**src/rtl/uart_pkg.sv**
```systemverilog
// uart_pkg: shared opcodes, transmitter state type and frame constants for the UART command link
package uart_pkg;
    localparam int FRAME_DATA_BITS = 8;
    localparam logic [3:0] CMD_CLEAR = 4'b0001;
    localparam logic [3:0] CMD_LOAD = 4'b0010;
    localparam logic [3:0] CMD_SHOW = 4'b0100;
    typedef enum logic [1:0] {IDLE, START, DATA, STOP} tx_state_t;
endpackage

```
**src/rtl/sync_fifo.sv**
```systemverilog
// sync_fifo: power-of-two synchronous FIFO with occupancy count and pointer-only flush on reset
module sync_fifo #(
    parameter int WIDTH = 8,
    parameter int DEPTH = 4,
    localparam int AW = $clog2(DEPTH),
    localparam int CW = AW + 1
) (
    input  logic             clock,
    input  logic             reset_n,
    input  logic             push,
    input  logic             pop,
    input  logic [WIDTH-1:0] din,
    output logic [WIDTH-1:0] dout,
    output logic [CW-1:0]    count
);
    logic [WIDTH-1:0] mem [DEPTH];
    logic [AW-1:0] wr_ptr, rd_ptr;
    logic do_push, do_pop;
    assign do_push = push && count != CW'(DEPTH);
    assign do_pop = pop && count != '0;
    assign dout = mem[rd_ptr];
    always_ff @(posedge clock or negedge reset_n)
        if (!reset_n) begin
            wr_ptr <= '0;
            rd_ptr <= '0;
            count <= '0;
        end else begin
            if (do_push) wr_ptr <= wr_ptr + 1'b1;
            if (do_pop) rd_ptr <= rd_ptr + 1'b1;
            count <= count + CW'(do_push) - CW'(do_pop);
        end
    always_ff @(posedge clock)
        if (do_push) mem[wr_ptr] <= din;
endmodule

```
**src/rtl/uart_cmd_tx.sv**
```systemverilog
// uart_cmd_tx: buffers command bytes and serializes them as start/8-data/stop frames on a registered line
module uart_cmd_tx
    import uart_pkg::*;
#(
    parameter int CLKS_PER_BIT = 1,
    parameter int STOP_BITS = 2,
    parameter int FIFO_DEPTH = 4,
    localparam int CW = $clog2(FIFO_DEPTH) + 1
) (
    input  logic          clock,
    input  logic          reset_n,
    input  logic [7:0]    in_data,
    input  logic          in_valid,
    output logic          in_ready,
    output logic          serial,
    output logic          busy,
    output logic [CW-1:0] fifo_count
);
    localparam int BW = CLKS_PER_BIT > 1 ? $clog2(CLKS_PER_BIT) : 1;
    localparam int SW = STOP_BITS > 1 ? $clog2(STOP_BITS) : 1;
    localparam logic [BW-1:0] BAUD_LAST = BW'(CLKS_PER_BIT - 1);
    localparam logic [SW-1:0] STOP_LAST = SW'(STOP_BITS - 1);
    localparam logic [2:0] BIT_LAST = 3'(FRAME_DATA_BITS - 1);
    tx_state_t state, state_n;
    logic [BW-1:0] baud, baud_n;
    logic [2:0] idx, idx_n;
    logic [SW-1:0] stop, stop_n;
    logic [7:0] shift, shift_n, head;
    logic serial_n, pop, bit_done;
    sync_fifo #(.WIDTH(8), .DEPTH(FIFO_DEPTH)) u_fifo (
        .clock(clock),
        .reset_n(reset_n),
        .push(in_valid && in_ready),
        .pop(pop),
        .din(in_data),
        .dout(head),
        .count(fifo_count)
    );
    assign in_ready = reset_n && fifo_count != CW'(FIFO_DEPTH);
    assign busy = state != IDLE;
    assign bit_done = baud == BAUD_LAST;
    always_ff @(posedge clock or negedge reset_n)
        if (!reset_n) begin
            state <= IDLE;
            baud <= '0;
            idx <= '0;
            stop <= '0;
            shift <= '0;
            serial <= 1'b1;
        end else begin
            state <= state_n;
            baud <= baud_n;
            idx <= idx_n;
            stop <= stop_n;
            shift <= shift_n;
            serial <= serial_n;
        end
    always_comb begin
        state_n = state;
        baud_n = state == IDLE ? baud : (bit_done ? '0 : baud + 1'b1);
        idx_n = idx;
        stop_n = stop;
        shift_n = shift;
        serial_n = serial;
        pop = 1'b0;
        case (state)
            IDLE: if (fifo_count != '0) begin
                pop = 1'b1;
                shift_n = head;
                serial_n = 1'b0;
                state_n = START;
            end
            START: if (bit_done) begin
                serial_n = shift[0];
                idx_n = '0;
                state_n = DATA;
            end
            DATA: if (bit_done) begin
                if (idx == BIT_LAST) begin
                    serial_n = 1'b1;
                    stop_n = '0;
                    state_n = STOP;
                end else begin
                    idx_n = idx + 1'b1;
                    shift_n = shift >> 1;
                    serial_n = shift[1];
                end
            end
            STOP: if (bit_done) begin
                // last stop cycle chains straight into the next start bit when data is waiting
                if (stop == STOP_LAST) begin
                    pop = fifo_count != '0;
                    state_n = pop ? START : IDLE;
                    shift_n = pop ? head : shift;
                    serial_n = !pop;
                end else stop_n = stop + 1'b1;
            end
            default: state_n = IDLE;
        endcase
    end
endmodule

```
**config.mk**
```make
export PLATFORM = sky130hd
export DESIGN_NAME = uart_cmd_tx
export DESIGN_NICKNAME = d
export VERILOG_FILES = /design/src/rtl/uart_pkg.sv /design/src/rtl/sync_fifo.sv /design/src/rtl/uart_cmd_tx.sv
export SDC_FILE = /design/constraint.sdc
export NUM_CORES = 1
export LEC_CHECK = 0
export CAP_MARGIN = 20
export CORE_MARGIN = 5
export CORE_UTILIZATION = 50
export DETAILED_ROUTE_END_ITERATION = 10
export DONT_BUFFER_PORTS = 1
export GPL_TIMING_DRIVEN = 1
export PLACE_DENSITY = 0.7
export SLEW_MARGIN = 20
export SYNTH_ARGS = -nofsm -noshare
export SYNTH_HDL_FRONTEND = slang
export SYNTH_SLANG_ARGS = --single-unit
```
**constraint.sdc**
```tcl
create_clock -name clock -period 2.4 [get_ports clock]
set_input_delay 0.24 -clock clock [delete_from_list [all_inputs] [get_ports clock]]
set_output_delay 0.24 -clock clock [all_outputs]
set_load 0.01 [all_outputs]
```
Yosys cells after proc, flatten, opt, wreduce, memory -nomap -nowiden. Memory sizes are Yosys's and may differ from the RTL's. Index checks and enable logic that the tools add are counted.

$add $sub $neg: 7. Equality and inequality tests: 12. Multiplexer cells: 37. Reductions and logical operators: 16.

Operator list (count): $mux 8 (5); $pmux 8 s3 (1); $mux 1 (17); $mux 2 (6); $ne 2x2->1 const B (6); $reduce_and 5->1 (2); $mux 3 (3); $pmux 2 s4 (1); $reduce_and 4->1 (2); $pmux 3 s2 (1); $reduce_and 6->1 (1); $reduce_bool 2->1 (3); $reduce_bool 3->1 (2); $add 2x1->2 const B (2); $eq 2x2->1 const B (2); $logic_and 1x1->1 (4); $pmux 1 s2 (2); $pmux 1 s4 (1); $add 3x1->3 (1); $add 3x1->3 const B (1); $eq 3x3->1 const B (1); $ne 3x3->1 const B (1); $sub 3x1->3 (1); $add 1x1->1 const B (2); 4 further kinds (4).

Flip-flop bits (word level): 23. Bits in writable memories: 32. Input port bits: 11. Output and inout bits: 6. Logic and storage cells: 82. Memories kept: 1.

Memories: u_fifo.mem (words 4, width 8, rd ports 1, clocked after memory_dff 0, write ports 1, RTL line sync_fifo.sv:16) `logic [WIDTH-1:0] mem [DEPTH];`.

Longest topological paths before layout.
Depth after elaboration: 6. Mapped depth: 11.

Modules after synthesis. Synthesis repeated with hierarchy kept, for this count alone.

Cell total of the unflattened synthesis: 192. Area, all modules: 2716.4 sq um.

By module, submodules not included: sync_fifo (instances 1, cells each 81, area each 1619.1 sq um); uart_cmd_tx (instances 1, cells each 111, area each 1097.3 sq um).

Worst setup path before layout. OpenSTA, ideal clock, no wires.

Path type: flip-flop to flip-flop. From: register u_fifo.count[1]. To: register u_fifo.count[2]. Library setup time: 0.128 ns. Data arrival time: 2.170 ns. Required time: 2.272 ns. Slack: 0.102 ns. Cell stages (with the launch flop): 10. Path buffers: 0. Clock period less this slack: 2.298 ns. Cell sequence: dfrtp_1 > nor3_1 > nor3_1 > ha_1 > inv_1 > ha_1 > inv_1 > fa_1 > xnor2_1 > xnor2_1.

Word-level cells in the longest chain between the ends: 6.

RTL lines: from (decl) (RTL line sync_fifo.sv:14) `output logic [CW-1:0] count`; from (signal assigned) (RTL line sync_fifo.sv:30) `count <= count + CW'(do_push) - CW'(do_pop);`; $reduce_bool 3->1 (*) (RTL line sync_fifo.sv:20, uart_cmd_tx.sv:67, uart_cmd_tx.sv:92); $mux 1 (RTL line uart_cmd_tx.sv:91) `if (stop == STOP_LAST) begin`; $mux 1 (RTL line uart_cmd_tx.sv:89) `STOP: if (bit_done) begin`; $pmux 1 s2 (RTL line uart_cmd_tx.sv:66) `case (state)`; $logic_and 1x1->1 (*) (RTL line sync_fifo.sv:20) `assign do_pop = pop && count != '0;`; named net u_fifo.do_pop (RTL line sync_fifo.sv:18) `logic do_push, do_pop;`; $sub 3x1->3 (*) (RTL line sync_fifo.sv:30).

Mark *: on every way through the listed nets, which the timed path passes. The rest lies on a longest branch. A chain may end at the register's enable or synchronous reset.

Worst setup path after layout.
From: register state[0]. To: register u_fifo.count[2].

Word-level cells in the longest chain between the ends: 4.

RTL lines: from (decl) (RTL line uart_cmd_tx.sv:24) `tx_state_t state, state_n;`; from (signal assigned) (RTL line uart_cmd_tx.sv:51) `state <= state_n;`; $eq 2x2->1 / $logic_not 2->1 (equally long branches) (RTL line uart_cmd_tx.sv:66); $pmux 1 s2 (*) (RTL line uart_cmd_tx.sv:66); $logic_and 1x1->1 (*) (RTL line sync_fifo.sv:20); named net u_fifo.do_pop (RTL line sync_fifo.sv:18); $sub 3x1->3 (*) (RTL line sync_fifo.sv:30).

Marked as above.

==> implementation parameters <==
Parameter                              Value

Timing
  Highest clock frequency the design can meet ... 440.6 MHz
  Transition time at the pin with the least slew margin ... 513.1 ps
  Final Hold Fails ... 0
  Worst-case clock skew ... 9.200 ps
  Max_slew headroom ... 65.79%
  Final clock period utilization by the worst path ... 94.56%
  Clock period minus final worst setup slack ... 2269 ps
  Total Negative Setup Slacks ... 0 ps
  Final hold slack ... 19.17 ps
  Final number of setup-violating endpoints ... 0
  Pins over their slew limit ... 0

Routing
  Ratio of routed vias to standard cells ... 5.432
  Sum of routed wire length over all layers ... 4116 um
  Vias ... 1309
  Number of DRC markers after the initial detailed-route iteration ... 120
  Residual DRC ... 0
  1st-pass router iterations ... 4
  Number of routed nets with antenna violations ... 0
  Wire length per cell ... 17.08 um

Clocking
  Clock Tree Root ... sky130_fd_sc_hd__clkbuf_8
  Total clock sinks ... 54
  Later-pin clock latency in the skew report ... 310 ps
  Depth of the CTS H-tree ... 2
  TritonCTS clock tree ... done
  Clock-pin slew on the worst setup and hold paths ... 100 ps
  Max Buffers Root-to-Sink ... 2
  Total clock buffers created by CTS ... 5

Die
  Initial core utilization ... 52.29%
  Standard cell core area ... 0.004817 mm^2
  Die outline area ... 0.006557 mm^2
  Die Y ... 80.98 um
  X dimension of the die ... 80.98 um
  I/O Pins ... 17
  Rows ... 25

Pwr
  Sequential share of power ... 40.6%
  Switch Pwr ... 1.210 mW
  PwrDens ... 1276 mW/mm^2
  Portion of total power attributed to combinational logic ... 44.6%
  Leakage power summed over all cells ... 1.084 nW
  Proportion of total power due to net switching ... 34.10%
  Cell internal power dissipation ... 2.339 mW
  Proportion of power drawn by the clock network ... 14.8%
  IR drop worst, VDD ... 597.8 uV

Worst setup path
  Dominant delay contributor by cell family on the critical path ... adder cells
  Arrival time reported for the critical path endpoint ... 2500 ps
  Critical Path RT ... 2630 ps
  Worst reg2reg path endpoint ... u_fifo.count[2]
  CP endpoint kind ... register
  Standard cell with the maximum stage delay on the critical path ... sky130_fd_sc_hd__dfrtp_1
  Longest individual stage delay on the worst path ... 440 ps
  RR Startpoint ... state[0]
  Buffers & Inverters on Critical Path ... 3
  Critical path class ... reg -> reg
  CP startpoint kind ... register
  Register-to-register path setup slack ... 130 ps
  Sequence of cells on the critical path ... inv_2, ha_4, nor3_4, ha_1, inv_1, ha_1, inv_1, fa_1, xnor2_1, xnor2_1
  Max Fanout on Critical Path ... 4
  Cell count of the worst reg-to-reg path ... 10

Finish
  Share of cells above drive strength 1 ... 27.59%
  Final cell count without fillers ... 241
  Utilization of the core after routing ... 57.74%
  Number of nets in the final layout ... 198
  Fin area ... 0.002781 mm^2
  Diode insertion count for antenna repair ... 0
  Area growth from synthesis to layout ... 10.43%

Synthesis
  Sequential share of the synthesized area ... 60.06%
  Most used DFF post-synth ... sky130_fd_sc_hd__edfxtp_1
  Yosys Warn Count ... 0
  Gate count after technology mapping ... 159
  Post-synthesis cell type count ... 39
  Mapped Area ... 0.002519 mm^2
  Avg Inst Size Synth ... 15.84 um^2
  Number of synthesized flops with an enable pin ... 32
  Asr flop ratio synth ... 40.74%
  Nets in the synthesized netlist ... 184
  Number of storage elements in the synthesis netlist ... 54

Min path
  Launch point of the worst hold path ... in_data[6]
  Classification of the worst-slack hold path ... in -> reg
  Worst hold stages ... 0
  Terminating pin of the worst hold path ... u_fifo.mem[0][6]

Placed design
  Total half-perimeter wirelength after legalization and detailed placement ... 2918 um
  Final RePlAce weighted congestion ... 0.7763
  Number of port buffers ... 0
  Number of placed cells counting well taps ... 230
  Placed cell area ... 0.002629 mm^2

Outcome
  Outcome ... complete, no violations

Global routing
  Global-route wire length before repair ... 6941 um
  Total global-route track usage ... 14.17%
  Sum of overflow across all layers after global routing ... 0
  Vias in the first global route ... 1472
  Initial antenna violation count ... 0
  Largest net degree at the start of global routing ... 23

Run
  Number of maximum-capacitance violations ... 0
layout make-up:
cell class	count	area, um^2
flip-flops and latches	54	1513
well taps	67	83.83
clock inverters	3	28.78
multi-input cells	87	948.4
fillers	382	2036
inverters	13	48.80
clock buffers	5	68.82
repair buffers	12	90.09
timing repair:
item / in CTS / in global routing
hold endpoints to repair: 22 / 21
cloned: 0 / 0
buffers inserted: 0 / 1
hold buffers: 1 / 1
setup endpoints to repair: 1 / 1
gates resized for setup: 1 / 6
kinds of logic after synthesis:
| family | count (synthesis) | synth area share (%) |
|---|---|---|
| fa+ha+maj | 14 | 7.253 |
| mux | 24 | 15.50 |
| xor+xnor | 6 | 2.086 |
| buf+inv | 18 | 3.577 |
| simple gates | 24 | 5.464 |
| flops | 54 | 60.06 |
| compound gates | 19 | 6.061 |
flip-flops by register name, indices dropped and copies added (netlist names):
register       cells
idx                3
serial             1
shift              8
state              2
stop               1
u_fifo.count       3
u_fifo.mem        32
u_fifo.rd_ptr      2
u_fifo.wr_ptr      2
worst max-delay path by stage:
stage,start,slack (ps),cells after the start,end
CTS,state[0],20,10,u_fifo.count[2]
finish,state[0],130,10,u_fifo.count[2]
global placement,state[0],100,10,u_fifo.count[2]
detailed placement,state[0],-20,10,u_fifo.count[2]
global route,state[1],-9,10,u_fifo.count[2]
floorplan,u_fifo.count[1],100,9,u_fifo.count[2]
through the flow:
stage          power, mW  worst slack [ps]
6_report           3.549             130.6
5_1_grt            3.813            -9.369
4_1_cts            3.487             17.41
3_5_place_dp       2.943            -21.30
3_3_place_gp       2.847             101.6
2_1_floorplan      2.602             101.7
placed cells by master (no fill, tap or decap), types with 2 or more instances in the layout:
cell,synthesis,layout
sky130_fd_sc_hd__a22o_1,2,2
sky130_fd_sc_hd__nor2b_1,3,3
sky130_fd_sc_hd__inv_1,13,11
sky130_fd_sc_hd__dfrtp_1,21,21
sky130_fd_sc_hd__nor4_1,2,2
sky130_fd_sc_hd__a31oi_1,2,2
sky130_fd_sc_hd__xnor2_1,4,4
sky130_fd_sc_hd__o21ai_0,2,2
sky130_fd_sc_hd__mux2_4,6,6
sky130_fd_sc_hd__nor2_1,4,4
sky130_fd_sc_hd__mux4_2,6,6
sky130_fd_sc_hd__inv_2,0,2
sky130_fd_sc_hd__nand2b_1,2,2
sky130_fd_sc_hd__nor4b_1,2,2
sky130_fd_sc_hd__a211oi_1,2,2
sky130_fd_sc_hd__xor2_1,2,2
sky130_fd_sc_hd__clkbuf_8,0,5
sky130_fd_sc_hd__and2_1,4,4
sky130_fd_sc_hd__mux2_2,10,10
sky130_fd_sc_hd__ha_1,13,12
sky130_fd_sc_hd__nand2_1,2,2
sky130_fd_sc_hd__mux4_1,2,2
sky130_fd_sc_hd__buf_4,0,10
sky130_fd_sc_hd__edfxtp_1,32,32
cell usage after synthesis, types with 3 or more instances:
| cell type | instances | area (um^2) |
|---|---|---|
| sky130_fd_sc_hd__and2_1 | 4 | 25.02 |
| sky130_fd_sc_hd__mux2_4 | 6 | 90.09 |
| sky130_fd_sc_hd__nor3_1 | 3 | 15.01 |
| sky130_fd_sc_hd__edfxtp_1 | 32 | 960.9 |
| sky130_fd_sc_hd__nor2_1 | 4 | 15.01 |
| sky130_fd_sc_hd__mux2_2 | 10 | 112.6 |
| sky130_fd_sc_hd__dfrtp_1 | 21 | 525.5 |
| sky130_fd_sc_hd__ha_1 | 13 | 162.7 |
| sky130_fd_sc_hd__nor2b_1 | 3 | 18.77 |
| sky130_fd_sc_hd__mux4_2 | 6 | 135.1 |
| sky130_fd_sc_hd__buf_6 | 3 | 33.78 |
| sky130_fd_sc_hd__xnor2_1 | 4 | 35.03 |
| sky130_fd_sc_hd__inv_1 | 13 | 48.80 |
power by group through the flow:
stage | clock [mW] | combinational (mW) | sequential (mW)
after floorplan | 0 | 1.20 | 1.40
after global placement | 0 | 1.41 | 1.43
after detailed placement | 0 | 1.49 | 1.45
after CTS | 0.541 | 1.51 | 1.44
after global routing | 0.579 | 1.76 | 1.47
final | 0.526 | 1.58 | 1.44
layer usage:
layer / vias up / GRT usage, % / wire length (um)
met3: 5 / 4.213 / 164
met5: - / 0 / 0
met4: 0 / 5.068 / 60
li1: 623 / - / -
met2: 16 / 24.79 / 2165
met1: 665 / 16.46 / 1725
Note: power is estimated with default switching activity, not from simulation.
